**config.mk**
```make
export PLATFORM = sky130hd
export DESIGN_NAME = ball_motion
export DESIGN_NICKNAME = d
export VERILOG_FILES = /design/src/rtl/ball_motion.sv
export SDC_FILE = /design/constraint.sdc
export NUM_CORES = 1
export LEC_CHECK = 0
export BUFFER_PORTS_ARGS = -buffer_cell sky130_fd_sc_hd__buf_2
export CAP_MARGIN = 20
export CORE_UTILIZATION = 41
export DETAILED_ROUTE_END_ITERATION = 8
export SYNTH_ARGS = -nofsm -noshare
export SYNTH_HDL_FRONTEND = slang
export SYNTH_SLANG_ARGS = --single-unit
```
**constraint.sdc**
```tcl
create_clock -name clk -period 9.14 [get_ports clk]
set_input_delay 1.828 -clock clk [delete_from_list [all_inputs] [get_ports clk]]
set_output_delay 1.828 -clock clk [all_outputs]
set_load 0.05 [all_outputs]
```
**src/rtl/ball_motion.sv**
```systemverilog
// ball_motion: Pong ball integrator with per-axis step accumulators, wall bounce, paddle hit and miss reporting.
// Define BALL_MOTION_HIT_TIMEOUT_EN to self-reflect after 16 unanswered step_ticks in HIT_WAIT.
module ball_motion #(
    parameter int SCREEN_W = 160,
    parameter int SCREEN_H = 120,
    parameter int PADDLE_W = 3,
    parameter int PADDLE_H = 20,
    parameter int STEP_DIV = 128
) (
    input  logic       clk,
    input  logic       reset,
    input  logic       step_tick,
    input  logic       serve,
    input  logic [7:0] vel_x,
    input  logic [7:0] vel_y,
    input  logic       vel_load,
    input  logic [6:0] left_paddle_y,
    input  logic [6:0] right_paddle_y,
    output logic [7:0] ball_x,
    output logic [6:0] ball_y,
    output logic       hit_valid,
    output logic       hit_side,
    output logic [3:0] hit_section,
    output logic       miss_left,
    output logic       miss_right,
    output logic       active
);
    typedef enum logic [1:0] {IDLE, MOVE, HIT_WAIT, OUT} state_t;

    localparam logic [7:0] CX    = 8'(SCREEN_W / 2);
    localparam logic [6:0] CY    = 7'(SCREEN_H / 2);
    localparam logic [7:0] X_L   = 8'(PADDLE_W);
    localparam logic [7:0] X_R   = 8'(SCREEN_W - PADDLE_W - 1);
    localparam logic [7:0] X_MAX = 8'(SCREEN_W - 1);
    localparam logic [6:0] Y_MAX = 7'(SCREEN_H - 1);
    localparam logic [7:0] PH    = 8'(PADDLE_H - 1);
    localparam logic [8:0] DIV   = 9'(STEP_DIV);

    state_t     r_state;
    logic [7:0] r_vx, r_vy, r_acc_x, r_acc_y, r_ball_x;
    logic [6:0] r_ball_y;
    logic       r_miss_l, r_miss_r, r_side;
    logic [3:0] r_sect;

    // -128 has no positive counterpart, so it is folded onto -127
    function automatic logic [7:0] sat(input logic [7:0] v);
        return (v == 8'h80) ? 8'h81 : v;
    endfunction

    function automatic logic [6:0] mag(input logic [7:0] v);
        return v[7] ? 7'(8'd0 - sat(v)) : v[6:0];
    endfunction

    logic [8:0] w_sum_x, w_sum_y;
    logic       w_step_x, w_step_y, w_wall, w_in_pad, w_at_face, w_hit, w_exit;
    logic [7:0] w_acc_x_nx, w_acc_y_nx, w_x_nx;
    logic [6:0] w_y_nx, w_pad_y;
    logic [3:0] w_sect;

    assign w_sum_x    = {1'b0, r_acc_x} + {2'b0, mag(r_vx)};
    assign w_sum_y    = {1'b0, r_acc_y} + {2'b0, mag(r_vy)};
    assign w_step_x   = w_sum_x >= DIV;
    assign w_step_y   = w_sum_y >= DIV;
    assign w_acc_x_nx = w_step_x ? 8'(w_sum_x - DIV) : w_sum_x[7:0];
    assign w_acc_y_nx = w_step_y ? 8'(w_sum_y - DIV) : w_sum_y[7:0];
    assign w_wall     = w_step_y && (r_vy[7] ? (r_ball_y == 7'd0) : (r_ball_y == Y_MAX));
    assign w_y_nx     = (w_step_y && !w_wall) ? (r_vy[7] ? r_ball_y - 7'd1 : r_ball_y + 7'd1) : r_ball_y;
    assign w_pad_y    = r_vx[7] ? left_paddle_y : right_paddle_y;
    assign w_in_pad   = (r_ball_y >= w_pad_y) && ({1'b0, r_ball_y} <= {1'b0, w_pad_y} + PH);
    assign w_at_face  = r_vx[7] ? (r_ball_x == X_L) : (r_ball_x == X_R);
    assign w_hit      = w_step_x && w_at_face && w_in_pad;
    assign w_exit     = w_step_x && (r_vx[7] ? (r_ball_x == 8'd0) : (r_ball_x == X_MAX));
    assign w_x_nx     = (w_step_x && !w_hit && !w_exit) ? (r_vx[7] ? r_ball_x - 8'd1 : r_ball_x + 8'd1) : r_ball_x;
    assign w_sect     = 4'((r_ball_y - w_pad_y) >> 1);

`ifdef BALL_MOTION_HIT_TIMEOUT_EN
    logic [3:0] r_to_cnt;
`endif

    always_ff @(posedge clk or posedge reset) begin
        if (reset) begin
            r_state  <= IDLE;
            r_vx     <= '0;
            r_vy     <= '0;
            r_acc_x  <= '0;
            r_acc_y  <= '0;
            r_ball_x <= CX;
            r_ball_y <= CY;
            r_miss_l <= 1'b0;
            r_miss_r <= 1'b0;
            r_side   <= 1'b0;
            r_sect   <= '0;
`ifdef BALL_MOTION_HIT_TIMEOUT_EN
            r_to_cnt <= '0;
`endif
        end else begin
            r_miss_l <= 1'b0;
            r_miss_r <= 1'b0;
            unique case (r_state)
                IDLE: if (serve) begin
                    r_vx    <= sat(vel_x);
                    r_vy    <= sat(vel_y);
                    r_acc_x <= '0;
                    r_acc_y <= '0;
                    r_state <= MOVE;
                end
                MOVE: if (step_tick) begin
                    r_acc_x <= w_acc_x_nx;
                    r_acc_y <= w_acc_y_nx;
                    r_vy    <= w_wall ? 8'd0 - r_vy : r_vy;
                    if (w_hit) begin
                        r_state <= HIT_WAIT;
                        r_side  <= ~r_vx[7];
                        r_sect  <= w_sect;
`ifdef BALL_MOTION_HIT_TIMEOUT_EN
                        r_to_cnt <= '0;
`endif
                    end else begin
                        r_ball_x <= w_x_nx;
                        r_ball_y <= w_y_nx;
                        if (w_exit) begin
                            r_state  <= OUT;
                            r_miss_l <= r_vx[7];
                            r_miss_r <= ~r_vx[7];
                        end
                    end
                end
                HIT_WAIT: if (vel_load) begin
                    r_vx    <= r_side ? 8'd0 - {1'b0, mag(vel_x)} : {1'b0, mag(vel_x)};
                    r_vy    <= sat(vel_y);
                    r_acc_x <= '0;
                    r_acc_y <= '0;
                    r_state <= MOVE;
                end
`ifdef BALL_MOTION_HIT_TIMEOUT_EN
                else if (step_tick) begin
                    r_to_cnt <= r_to_cnt + 4'd1;
                    if (r_to_cnt == 4'd15) begin
                        r_vx    <= 8'd0 - r_vx;
                        r_state <= MOVE;
                    end
                end
`endif
                OUT: begin
                    r_ball_x <= CX;
                    r_ball_y <= CY;
                    r_vx     <= '0;
                    r_vy     <= '0;
                    r_acc_x  <= '0;
                    r_acc_y  <= '0;
                    r_state  <= IDLE;
                end
                default: r_state <= IDLE;
            endcase
        end
    end

    assign ball_x      = r_ball_x;
    assign ball_y      = r_ball_y;
    assign hit_valid   = r_state == HIT_WAIT;
    assign hit_side    = r_side;
    assign hit_section = r_sect;
    assign miss_left   = r_miss_l;
    assign miss_right  = r_miss_r;
    assign active      = (r_state == MOVE) || (r_state == HIT_WAIT);
endmodule
```
==> summary.txt <==
Finish
  • Fraction of layout cells with a size suffix above 1: between 10 and 15%
  • Synth-to-layout area growth: 11.4%
  • Area of the multi-input gates: 0.00328 mm^2
  • Final #Nets: ~720
  • # fillers: between 1000 and 1500
  • Reg area: ~0.0014 mm^2
  • Most common cell after layout, fill and taps aside: buf_2
  • ANT cells: 0
  • Most frequent cells in the layout: 58 x buf_2, 52 x nand2_1, 50 x dfrtp_1, 49 x ha_1, 43 x nor2_1

Timing
  • Min Hold Slack: ~0.48 ns
  • Final hold vios: 0
  • Setup-failing EPs final: 0
  • Slew Limit Headroom: around 40%
  • Fin Clk Skew: between 0.0015 and 0.002 ns
  • Worst slew pin tran: about 0.89 ns
  • Setup TNS: 0 ns
  • F_max: between 0.2 and 0.25 GHz
  • Crit path time final: between 4 and 5 ns
  • Crit share post-route: 50.6%
  • Pins over their slew limit: 0
  • RSZ-0062 raised after global routing: no

Floorplan
  • Top Ports: 59
  • Chip Height: approximately 110 um
  • Die X-Extent: between 100 and 150 um
  • Die ar.: ~0.012 mm^2
  • Core ar.: around 0.012 mm^2
  • Initial Util: 42.5%
  • Row count: 39

Yosys
  • Cell Area, Synth: a little under 0.005 mm^2
  • Synth Instances: between 500 and 600
  • Netlist cell types: 62
  • Seq cells post-synth: 56
  • Mean Syn Cell Area: 8.51 um^2
  • Post-synth ARST share: 100%
  • Synth Net Count: 666
  • Ys flop type: dfrtp_1
  • Register area share after synthesis: between 20 and 30%
  • Yosys warning count: 0
  • Post-synth EDFFs: 0

Setup path
  • Arrival @ worst endpoint: a little under 5 ns
  • Crit. Startpoint: left_paddle_y[1]
  • Data required, critical path: 9.38 ns
  • Crit end category: flop
  • Critical Path Max Stage Delay: approximately 0.52 ns
  • Worst Path Class, Setup: input port to flop
  • Worst reg2reg setup slack: between 4 and 5 ns
  • R2R depth: 16
  • Setup crit end: ball_x[7]
  • CP Depth: 14
  • Kind of cell adding the most delay to the critical path: compound AO/OA/AOI/OAI gates
  • Reg-to-reg endpoint: ball_y[0]
  • Crit Reg-Reg Startpoint: r_vy[1]
  • Slowest cell on crit path: or4_1
  • Cell-by-cell trace of the critical path: buf_2 > mux2i_1 > ha_1 > o21a_1 > nor2_1 > xor2_1 > ha_1 > nand3_1 > nor2_1 > and3_1 > o31a_1 > a211o_1 > or4_1 > nand3_1
  • Buf/Inv on CP: 1
  • CP startpoint kind: input port
  • Peak fanout along the critical path: 16

Global route
  • GRT Util Overall: around 20%
  • Global-route wire length before repair: between 20 and 25 mm
  • Grt ovf: 0
  • Initial antenna violation count: 0
  • Vias in the first global route: approximately 4200
  • Pin count of the biggest net entering global routing: 57

Clocking
  • TritonCTS clock tree: built
  • H-Tree Depth: 2
  • Post-CTS setup buffers: 0
  • Cts bufs inserted: 5
  • Reg clk slew, reported paths: about 0.07 ns
  • # hold bufs at CTS: 0
  • Clock Latency Late Sink: ~0.3 ns
  • Post-cts gate resize count: 0
  • Num Clock Sinks: between 50 and 60
  • Root Driver: clkbuf_16
  • Clock buffer depth: 2

Drt
  • Drt initial violations: 254
  • Final wirelength: 11.9 mm
  • DR DRC count: 6
  • Drt first pass iters: 7
  • Top Layer Used: met4
  • Via Count: ~4300
  • WL met3: approximately 360 um
  • Via density: ~5.6
  • Metal2 WL: roughly 5.5 mm
  • Final ANT Viol Nets: 0
  • Wire length per cell: 15.5 um
  • WL met1: a little under 6 mm

Power and ir drop
  • Reg power frac: a little over a fifth
  • Clock power frac: 8.7%
  • Leak Pwr: 2.51 nW
  • Internal Power: roughly 1.1 mW
  • Logic pwr share: a little over two thirds
  • Switching power: roughly 1.2 mW
  • Net Sw Frac: a little over 50%
  • Pwr dens: between 400 and 500 mW/mm^2
  • Max VDD drop: about 170 uV

Worst hold path
  • Hold Path Class: flop to flop
  • Hold Startpoint: r_acc_y[0]

Status
  • Failing checks: design-rule violations
  • Status: complete, but fails checks

Placement
  • Routability Congestion: slightly below 0.9
  • Dpl hpwl: 9.05 mm
  • Port Buffers: just under 60

Job
  • Max_cap viols: 0
## cell usage after synthesis (8+ instances only)
library cell / number / area share, %
a21o_1: 12 / 1.8
a21oi_1: 36 / 3.7
a31oi_1: 8 / 1.0
and3_1: 8 / 1.0
clkbuf_1: 16 / 1.2
dfrtp_1: 50 / 25
ha_1: 49 / 12
inv_1: 37 / 2.8
mux2i_1: 11 / 2.2
nand2_1: 52 / 4.0
nand2b_1: 11 / 1.4
nand3_1: 22 / 2.2
nor2_1: 43 / 3.3
nor2b_1: 11 / 1.4
nor3_1: 18 / 1.8
o21ai_0: 30 / 3.1
o31ai_1: 13 / 2.0
or3_1: 8 / 1.0
xnor2_1: 30 / 5.3
xor2_1: 9 / 1.6
## worst register-to-register path, stage by stage (launching register included)
cell      delay [ns]
dfrtp_1         0.40
inv_1           0.10
ha_1            0.24
nand2_1         0.14
nor2_1          0.20
a21oi_1         0.14
ha_1            0.28
nand2b_1        0.16
xnor2_1         0.23
ha_1            0.30
nor2b_1         0.17
o31ai_1         0.35
nand4_1         0.25
a31oi_1         0.37
a31oi_1         0.18
and2b_1         0.29
mux2_2          0.27
## power by group through the flow
stage | clock network [mW] | logic (mW) | registers [mW]
6_report | 0.199 | 1.59 | 0.499
5_1_grt | 0.216 | 1.80 | 0.519
4_1_cts | 0.204 | 1.59 | 0.498
3_5_place_dp | 0 | 1.59 | 0.502
3_3_place_gp | 0 | 1.55 | 0.499
2_1_floorplan | 0 | 1.19 | 0.570
## through the flow
stage	utilization [%]	cells	area [um^2]	power [mW]	setup slack (ns)
2_1_floorplan	-	577	4910	1.76	4.70
3_5_place_dp	46.0	762	5320	2.09	4.23
6_report	47.3	770	5470	2.29	4.51
5_1_grt	47.3	770	5470	2.54	4.33
4_1_cts	47.3	770	5470	2.30	4.54
3_3_place_gp	46.0	762	5320	2.04	4.33
## worst min-delay path by stage
stage | to | cells past startpoint
4_1_cts | r_acc_y[0] | 2
5_1_grt | r_acc_y[4] | 2
2_1_floorplan | r_vx[0] | 2
6_report | r_acc_y[0] | 2
3_5_place_dp | r_acc_x[0] | 2
3_3_place_gp | r_acc_x[0] | 2
## layer usage
metal | vias to the layer above | GRT usage, %
met3 | 16 | 2.89
met5 | - | 0
li1 | 2201 | -
met2 | 66 | 33.2
met4 | 0 | 5.59
met1 | 2033 | 27.3
## registers in the layout, summed over array words and instances (netlist names)
| name | count |
|---|---|
| ball_x | 8 |
| r_acc_x | 8 |
| r_acc_y | 8 |
| r_vx | 8 |
| r_vy | 8 |
| ball_y | 7 |
| hit_section | 4 |
| r_state | 2 |
| hit_side | 1 |
| miss_left | 1 |
| miss_right | 1 |
## final cells by class
cell class / count / area share [%]
Timing Repair Buffer: 61 / 5.72
Multi-Input combinational cell: 465 / 60.0
Inverter: 37 / 2.54
Clock buffer: 8 / 2.68
Sequential cell: 56 / 25.8
Tap cell: 143 / 3.27
## cell families after synthesis
logic type / Yosys count / share of synthesized area (%)
compound gates: 161 / 22.3
xor+xnor: 39 / 6.95
fa+ha+maj: 54 / 14.5
buf+inv: 56 / 4.46
flops: 56 / 28.7
mux: 15 / 3.16
simple gates: 196 / 19.9
(Power assumes the default switching activity.)
